`config.mk`:
```
export PLATFORM = sky130hd
export DESIGN_NAME = fpm_pipe
export DESIGN_NICKNAME = d
export VERILOG_FILES = /design/src/rtl/fpm_pipe.sv
export SDC_FILE = /design/constraint.sdc
export NUM_CORES = 2
export LEC_CHECK = 0
export ABC_AREA = 1
export BUFFER_PORTS_ARGS = -buffer_cell sky130_fd_sc_hd__buf_2
export CAP_MARGIN = 10
export CORE_ASPECT_RATIO = 1.25
export CORE_MARGIN = 10
export CORE_UTILIZATION = 44
export CTS_BUF_LIST = sky130_fd_sc_hd__clkbuf_16
export CTS_CLUSTER_SIZE = 10
export DETAILED_ROUTE_END_ITERATION = 8
export GPL_ROUTABILITY_DRIVEN = 0
export PLACE_DENSITY_LB_ADDON = 0.25
export SYNTH_ARGS = -nofsm -noshare
export SYNTH_HDL_FRONTEND = slang
export SYNTH_SLANG_ARGS = --single-unit
```
`constraint.sdc`:
```
create_clock -name clk -period 11.73 [get_ports clk]
set_input_delay 1.173 -clock clk [delete_from_list [all_inputs] [get_ports clk]]
set_output_delay 1.173 -clock clk [all_outputs]
set_load 0.01 [all_outputs]
```
`src/rtl/fpm_pipe.sv`:
```
// Pipelined IEEE-754 multiplier with generic widths, five rounding modes, per-result and sticky flags.
// Latency: operand accepted at edge k gives out_valid after edge k+3; one result per cycle.
// Backpressure: one global enable stalls every stage while out_valid && !out_ready. FPM_SUBNORMAL_EN enables gradual underflow.
module fpm_pipe #(
    parameter int EXP_W = 8,
    parameter int MAN_W = 23
) (
    input  logic                   clk,
    input  logic                   rst_n,
    input  logic [2:0]             r_mode,
    input  logic                   in_valid,
    output logic                   in_ready,
    input  logic [EXP_W+MAN_W:0]   fp_X,
    input  logic [EXP_W+MAN_W:0]   fp_Y,
    output logic                   out_valid,
    input  logic                   out_ready,
    output logic [EXP_W+MAN_W:0]   fp_Z,
    output logic                   ovrf,
    output logic                   udrf,
    output logic                   nv,
    output logic                   nx,
    input  logic                   clr_flags,
    output logic [3:0]             sticky_flags
);
    localparam int W  = 1 + EXP_W + MAN_W;
    localparam int PW = 2 * MAN_W + 2;
    localparam int EW = EXP_W + $clog2(PW) + 2;
    localparam logic signed [EW-1:0] ONE    = EW'(1);
    localparam logic signed [EW-1:0] BIAS_S = EW'((1 << (EXP_W - 1)) - 1);
    localparam logic signed [EW-1:0] EMAX_S = EW'((1 << EXP_W) - 1);
    localparam logic [W-1:0] QNAN = {1'b0, {EXP_W{1'b1}}, 1'b1, {(MAN_W-1){1'b0}}};

    typedef struct packed {
        logic nan;
        logic nv;
        logic inf;
        logic zero;
    } spc_t;

    logic en;
    assign en       = !out_valid || out_ready;
    assign in_ready = en;

    logic           v0, v1, v2;
    logic [W-1:0]   x0, y0;
    logic [2:0]     rm0, rm1, rm2;
    logic           sgn1, sgn2;
    logic signed [EW-1:0] e1, e2;
    logic [PW-1:0]  prod1;
    spc_t           spc1, spc2;
    logic [MAN_W-1:0] frac2;
    logic           g2, st2;

    always_ff @(posedge clk or negedge rst_n) begin
        if (!rst_n) begin
            v0  <= 1'b0;
            x0  <= '0;
            y0  <= '0;
            rm0 <= '0;
        end else if (en) begin
            v0 <= in_valid;
            if (in_valid) begin
                x0  <= fp_X;
                y0  <= fp_Y;
                rm0 <= r_mode;
            end
        end
    end

    // S1: unpack / classify / exponent add / significand multiply
    logic [EXP_W-1:0] ex, ey;
    logic [MAN_W-1:0] mx, my;
    logic x_zero, y_zero, x_inf, y_inf, x_nan, y_nan, inf_zero;
    logic [EW-1:0] ex_eff, ey_eff;
    spc_t spc_s1;

    assign ex = x0[W-2 -: EXP_W];
    assign ey = y0[W-2 -: EXP_W];
    assign mx = x0[MAN_W-1:0];
    assign my = y0[MAN_W-1:0];
`ifdef FPM_SUBNORMAL_EN
    assign x_zero = (ex == '0) && (mx == '0);
    assign y_zero = (ey == '0) && (my == '0);
`else
    assign x_zero = (ex == '0);
    assign y_zero = (ey == '0);
`endif
    assign x_inf    = (&ex) && (mx == '0);
    assign y_inf    = (&ey) && (my == '0);
    assign x_nan    = (&ex) && (mx != '0);
    assign y_nan    = (&ey) && (my != '0);
    assign inf_zero = (x_inf && y_zero) || (y_inf && x_zero);
    assign ex_eff   = (ex == '0) ? EW'(1) : EW'(ex);
    assign ey_eff   = (ey == '0) ? EW'(1) : EW'(ey);

    always_comb begin
        spc_s1.nan  = x_nan || y_nan || inf_zero;
        spc_s1.nv   = (x_nan && !mx[MAN_W-1]) || (y_nan && !my[MAN_W-1]) || inf_zero;
        spc_s1.inf  = (x_inf || y_inf) && !spc_s1.nan;
        spc_s1.zero = (x_zero || y_zero) && !spc_s1.nan;
    end

    always_ff @(posedge clk or negedge rst_n) begin
        if (!rst_n) begin
            v1    <= 1'b0;
            sgn1  <= 1'b0;
            e1    <= '0;
            prod1 <= '0;
            spc1  <= '0;
            rm1   <= '0;
        end else if (en) begin
            v1    <= v0;
            sgn1  <= x0[W-1] ^ y0[W-1];
            e1    <= ex_eff + ey_eff - BIAS_S;
            prod1 <= PW'({ex != '0, mx}) * PW'({ey != '0, my});
            spc1  <= spc_s1;
            rm1   <= rm0;
        end
    end

    // S2: normalise so the leading one sits at prod bit PW-1, then split into fraction/guard/sticky
    logic signed [EW-1:0] s2_e;
    logic [MAN_W-1:0]     s2_frac;
    logic                 s2_g, s2_st;
`ifdef FPM_SUBNORMAL_EN
    localparam int LZW = $clog2(PW) + 1;
    function automatic logic [LZW-1:0] lzc(input logic [PW-1:0] v);
        logic [LZW-1:0] n;
        n = LZW'(PW);
        for (int i = 0; i < PW; i++)
            if (v[i]) n = LZW'(PW - 1 - i);
        return n;
    endfunction

    logic [LZW-1:0]       lz;
    logic [PW-1:0]        norm, shifted;
    logic signed [EW-1:0] e_n;
    logic [EW-1:0]        sh;
    logic                 lost;

    always_comb begin
        lz      = lzc(prod1);
        norm    = prod1 << lz;
        e_n     = e1 + ONE - EW'(lz);
        sh      = '0;
        if (e_n < ONE) sh = ONE - e_n;
        shifted = norm >> sh;
        lost    = |(norm & ~({PW{1'b1}} << sh));
        // a cleared implicit bit after the shift means a denormal: exponent field 0
        s2_e    = shifted[PW-1] ? e_n : '0;
        s2_frac = shifted[PW-2 -: MAN_W];
        s2_g    = shifted[MAN_W];
        s2_st   = (|shifted[MAN_W-1:0]) | lost;
    end
`else
    always_comb begin
        if (prod1[PW-1]) begin
            s2_e    = e1 + ONE;
            s2_frac = prod1[PW-2 -: MAN_W];
            s2_g    = prod1[MAN_W];
            s2_st   = |prod1[MAN_W-1:0];
        end else begin
            s2_e    = e1;
            s2_frac = prod1[PW-3 -: MAN_W];
            s2_g    = prod1[MAN_W-1];
            s2_st   = |prod1[MAN_W-2:0];
        end
    end
`endif

    always_ff @(posedge clk or negedge rst_n) begin
        if (!rst_n) begin
            v2    <= 1'b0;
            sgn2  <= 1'b0;
            e2    <= '0;
            frac2 <= '0;
            g2    <= 1'b0;
            st2   <= 1'b0;
            spc2  <= '0;
            rm2   <= '0;
        end else if (en) begin
            v2    <= v1;
            sgn2  <= sgn1;
            e2    <= s2_e;
            frac2 <= s2_frac;
            g2    <= s2_g;
            st2   <= s2_st;
            spc2  <= spc1;
            rm2   <= rm1;
        end
    end

    // S3: round; the increment carries from the fraction straight into the exponent field
    logic                 inexact, inc, to_inf;
    logic [EW+MAN_W-1:0]  rsum;
    logic signed [EW-1:0] re;
    logic [W-1:0]         res;
    logic [3:0]           fl;

    always_comb begin
        inexact = g2 | st2;
        case (rm2)
            3'b000:  inc = 1'b0;
            3'b001:  inc = sgn2 & inexact;
            3'b010:  inc = ~sgn2 & inexact;
            3'b011:  inc = g2;
            default: inc = g2 & (st2 | frac2[0]);
        endcase
        to_inf = !((rm2 == 3'b000) || (rm2 == 3'b001 && !sgn2) || (rm2 == 3'b010 && sgn2));
        rsum   = {e2, frac2} + {{(EW+MAN_W-1){1'b0}}, inc};
        re     = rsum[EW+MAN_W-1 -: EW];
        res    = {sgn2, re[EXP_W-1:0], rsum[MAN_W-1:0]};
        fl     = {3'b000, inexact};
        if (spc2.nan) begin
            res = QNAN;
            fl  = {spc2.nv, 3'b000};
        end else if (spc2.inf) begin
            res = {sgn2, {EXP_W{1'b1}}, {MAN_W{1'b0}}};
            fl  = 4'b0000;
        end else if (spc2.zero) begin
            res = {sgn2, {(W-1){1'b0}}};
            fl  = 4'b0000;
        end else if (re >= EMAX_S) begin
            res = to_inf ? {sgn2, {EXP_W{1'b1}}, {MAN_W{1'b0}}}
                         : {sgn2, {(EXP_W-1){1'b1}}, 1'b0, {MAN_W{1'b1}}};
            fl  = 4'b0101;
`ifdef FPM_SUBNORMAL_EN
        end else if (re == '0 && inexact) begin
            fl  = 4'b0011;
`else
        end else if (re < ONE) begin
            res = {sgn2, {(W-1){1'b0}}};
            fl  = 4'b0011;
`endif
        end
    end

    always_ff @(posedge clk or negedge rst_n) begin
        if (!rst_n) begin
            out_valid <= 1'b0;
            fp_Z      <= '0;
            {nv, ovrf, udrf, nx} <= 4'b0000;
        end else if (en) begin
            out_valid <= v2;
            if (v2) begin
                fp_Z <= res;
                {nv, ovrf, udrf, nx} <= fl;
            end
        end
    end

    logic hs;
    assign hs = out_valid && out_ready;

    always_ff @(posedge clk or negedge rst_n) begin
        if (!rst_n)
            sticky_flags <= 4'b0000;
        else if (clr_flags)
            sticky_flags <= hs ? {nv, ovrf, udrf, nx} : 4'b0000;
        else if (hs)
            sticky_flags <= sticky_flags | {nv, ovrf, udrf, nx};
    end
endmodule

```
# Word-level counts from Yosys, hierarchy flattened
# Index checks and enable logic that the tools add are counted.
word_totals:
  regBits: 232
  out_inout_bits: 42
  in_bits: 72
  elab_cells: 114
op_classes:
  magnitude_cmp: 2
  addsub: 4
  bitwise_logic: 8
  reduce_logical: 44
  mux: 21
  multipliers: 1
  n_eq_ne: 3
op_table:
  columns: ["operator", "count"]
  rows:
  - ["31-bit two-way mux", 4]
  - ["24-bit by 24-bit multiplier with 48-bit output", 1]
  - ["23-bit zero test", 2]
  - ["23-bit nonzero test", 2]
  - ["39-bit by 1-bit adder with 39-bit output", 1]
  - ["32-bit two-way mux", 1]
  - ["24-bit two-way mux", 1]
  - ["23-bit two-way mux", 1]
  - ["23-bit OR reduction", 1]
  - ["22-bit OR reduction", 1]
  - ["16-bit by 2-bit adder with 16-bit output, second input constant", 1]
  - ["16-bit by 9-bit >= comparator with 1-bit output, second input constant", 1]
  - ["8-bit zero test", 2]
  - ["16-bit by 2-bit less-than comparator with 1-bit output, second input constant", 1]
  - ["16-bit two-way mux", 1]
  - ["4-bit two-way mux", 4]
  - ["8-bit two-way mux", 2]
  - ["8-bit AND reduction", 2]
  - ["8-bit nonzero test", 2]
  - ["1-bit logical AND", 13]
  - ["1-bit logical OR", 10]
  - ["9-bit by 7-bit subtractor with 10-bit output, second input constant", 1]
  - ["8-bit by 8-bit adder with 9-bit output", 1]
  - ["3-bit two-way mux", 3]
  - ["other kinds (14)", 24]

# Depth between registers and ports, before layout
depth:
  ltp_word: 10
  mapped_depth: 31
  ltp_nobuf: 29

# Worst setup path before layout
# No wires, ideal clock.
synth_timing:
  path_type: "register to register"
  from: "register x0[30]"
  to: "register prod1[27]"
  period_less_slack_ps: 7129
  slack_ps: 4601
  t_arrival_ps: 6999
  setup_time_ps: 130
  required_ps: 11600
  path_stages_with_launch: 29
  n_path_buf: 2
  path_cell_list: "dfrtp_1 or4_1 or2_2 clkbuf_1 clkinv_1 clkbuf_1 nor2_1 fa_1 fa_1 fa_1 inv_1 fa_1 inv_1 fa_1 inv_1 fa_1 inv_1 fa_1 ha_1 nand2_1 nor2_1 inv_1 nor2_1 inv_1 nor4_1 a21oi_1 or2_2 nand3_1 o21ai_0"
synth_via:
  elab_chain_len: 2
synth_lines:
  columns: ["element", "line", "source"]
  rows:
  - ["from (decl)", "45", "logic [W-1:0] x0, y0;"]
  - ["from (signal assigned)", "63", "x0 <= fp_X;"]
  - ["8-bit nonzero test", "115", "prod1 <= PW'({ex != '0, mx}) * PW'({ey != '0, my});"]
  - ["24-bit by 24-bit multiplier with 48-bit output", "115", null]
  - ["to (signal assigned)", "115", null]
  - ["to (decl)", "49", "logic [PW-1:0] prod1;"]
# Every way passes these cells.
# A chain may end at the register's enable or synchronous reset.

# Final worst setup path
layout_timing:
  from: "register x0[29]"
  to: "register prod1[44]"
# Same word-level chain as after synthesis.

==> impl_metrics.csv <==
group,metric,value,unit
global_route,grt_remaining_overflow,0,
die,die_w,256,µm
critical_path,max_stage_delay,590,ps
critical_path,reg2reg_depth,26,
drt,vias,25200,
finish,nNetsFinal,4707,
yosys,synth_area_leaders,"fa_1 (32%), dfrtp_1 (19%), nand2_1 (12%)",
yosys,synth_top_family_by_area,"adder cells",
yosys,synth_xor_area_frac,0.00946,
global_route,grt_pass1_vias,26300,
min_path,min_to,"out_valid$_DFFE_PN0N_",
clock_network,clkSlewWorstSetupHoldPaths,60,ps
clock_network,clock_path_buffers,3,
die,fp-row-count,108,
min_path,whs_path_depth,2,
sta,fin_crit_sh,0.672,
critical_path,rr_startpoint,"x0[29]$_DFFE_PN0P_",
global_route,grt_pass1_wl,147,mm
yosys,syn_nets,4696,
clock_network,htree_levels,1,
yosys,yosys_warnings,0,
drt,drt_iter0_drc,1780,
yosys,synth_compound_area_frac,0.0670,
drt,wl_per_cell,18.8,µm
critical_path,slowest_stage,"nor4_1",
yosys,yosys.area_share.simple,0.196,
finish,area_delta_synth_final,7.56,%
drt,drt-pass1-iter-count,6,
die,coreArea,69200,µm²
sta,slew_viol_final,0,
sta,fin_skew,21.0,ps
yosys,yosysMostFrequentCell,"nand2_1",
min_path,hold_path.class,"register to register",
clock_network,cts-resized-gates,0,
drt,viasPerCell,5.13,
yosys,syn_area,30600,µm²
die,dieArea,80500,µm²
drt,drt-total-wl,92.5,mm
sta,finalSetupTns,0,ps
sta,hold_violations,0,
yosys,ys_async_sr_fraction,1.00,
finish,drive_gt1_frac,0.0705,
run,maxCapViolations,0,
yosys,synth_commonest_cells,"nand2_1 (999), inv_1 (945), fa_1 (483), nor2_1 (261), dfrtp_1 (226)",
yosys,syn_avg_cell_area,7.74,µm²
clock_network,postCtsSetupBuffers,0,
sta,fmax,127,MHz
placed_design,io_buffers,113,
die,initial_core_util,0.442,
sta,period_minus_slack,7890,ps
yosys,synth_seq_cells,226,
drt,drc,0,
drt,postRouteAntennaNets,0,
yosys,yosysTopAreaCell,"fa_1",
die,pin_count,114,
critical_path,worstSetupPathType,"register to register",
placed_design,place_hpwl,72.0,mm
global_route,grt_usage,0.231,
critical_path,crit_start,"x0[29]$_DFFE_PN0P_",
clock_network,clock_latency,610,ps
yosys,synth_top_area_share,0.316,
clock_network,cts_buffers,30,
critical_path,r2r_end,"prod1[44]$_DFFE_PN0N_",
die,die_h,315,µm
yosys,synth-main-ff-cell,"dfrtp_1",
finish,post-route-util,0.475,
critical_path,endpoint_kind,"register",
yosys,synth_edf_count,0,
clock_network,cts_tree,"built",
finish,antenna_cells,0,
status,status,"complete, no violations",
critical_path,crit_path_frequent_cell,"fa_1",
sta,tightest_slew,1100,ps
yosys,synthAdderAreaFrac,0.395,
clock_network,root_buffer,"clkbuf_16",
min_path,hold_start,"v2$_DFFE_PN0N_",
sta,maxSlewHeadroom,0.264,
critical_path,rrSetupSlack,3840,ps
critical_path,cp.required,12210,ps
yosys,syn_inst,3948,
sta,grt_setup_unrepaired,"no",
global_route,grt_max_degree,93,
yosys,yosysSeqAreaShare,0.185,
critical_path,cp.arrival,8370,ps
sta,setup_viol,0,
critical_path,cp_max_fo,16,
critical_path,startpoint_type,"register",
yosys,synth.distinct_cells,50,
global_route,antenna_found_initial,0,
clock_network,clock-sinks,226,
yosys,synth_mux_area_frac,0.00626,
clock_network,hold_buffers,0,
## registers in the layout (all words and copies together) (netlist names), 3 cells and up
register	flops
e1	10
e2	16
fp_Z	32
frac2	23
prod1	48
rm0	3
rm1	3
rm2	3
spc1	4
spc2	4
sticky_flags	4
x0	32
y0	32
## cells by family after synthesis
family | Yosys count
compound gates | 384
xor+xnor | 33
fa+ha+maj | 676
buf+inv | 1136
flops | 226
mux | 17
simple gates | 1476
## area by class of cell
class | count | area (µm²)
Fill cell | 7069 | 36300
Multi-Input combinational cell | 2586 | 20600
Sequential cell | 226 | 5660
Inverter | 949 | 3560
Tap cell | 935 | 1170
Timing Repair Buffer | 166 | 973
Clock buffer | 30 | 751
Clock inverter | 14 | 135
## critical path: cells and delay by family, from the launching register on
| family | cells | cell delay [ps] |
|---|---|---|
| DFF | 1 | 400 |
| adders and majority gates | 8 | 3710 |
| AOI/OAI and AO/OA | 2 | 280 |
| buffers and inverters | 6 | 780 |
| and+or+nand+nor | 10 | 2580 |
## metrics by stage
stage          setup slack (ps)  std cells  hold slack (ps)  instance area (µm²)
3_5_place_dp               4030       4862              456                32000
6_report                   3840       4906              457                32900
4_1_cts                    3990       4906              463                32900
3_3_place_gp               4060       4862              454                32000
2_1_floorplan              4600       3948              432                30600
5_1_grt                    3490       4906              494                32900
## layout by cell type, fill, tap and decap left out, types with 16 or more instances in the layout
master and n:
ha_1 193, nand2_1 998, nand3_1 102, mux2_2 17
or2_2 21, xor2_1 20, nor4_1 16, nor2_1 259
dfrtp_1 226, inv_1 946, clkbuf_16 30, buf_4 53
nand4_1 28, o21ai_0 158, buf_2 112, fa_1 483
a21oi_1 164
## how the worst max path moves through the flow
stage                     slack (ps)                    end
after floorplan                 4600  prod1[27]$_DFFE_PN0N_
after global placement          4060  prod1[44]$_DFFE_PN0N_
after detailed placement        4030  prod1[44]$_DFFE_PN0N_
after CTS                       3990  prod1[44]$_DFFE_PN0N_
after global routing            3490  prod1[44]$_DFFE_PN0N_
final                           3840  prod1[44]$_DFFE_PN0N_
## layer usage
metal	vias up	part of all wire	GRT usage
li1	11700	-	-
met1	12500	0.40	0.279
met2	835	0.50	0.416
met3	193	0.061	0.0302
met4	0	0.040	0.0875
met5	-	0	0
Power is not shown: default switching activity piles up to over one toggle a cycle in this logic, so the estimate is an artifact.
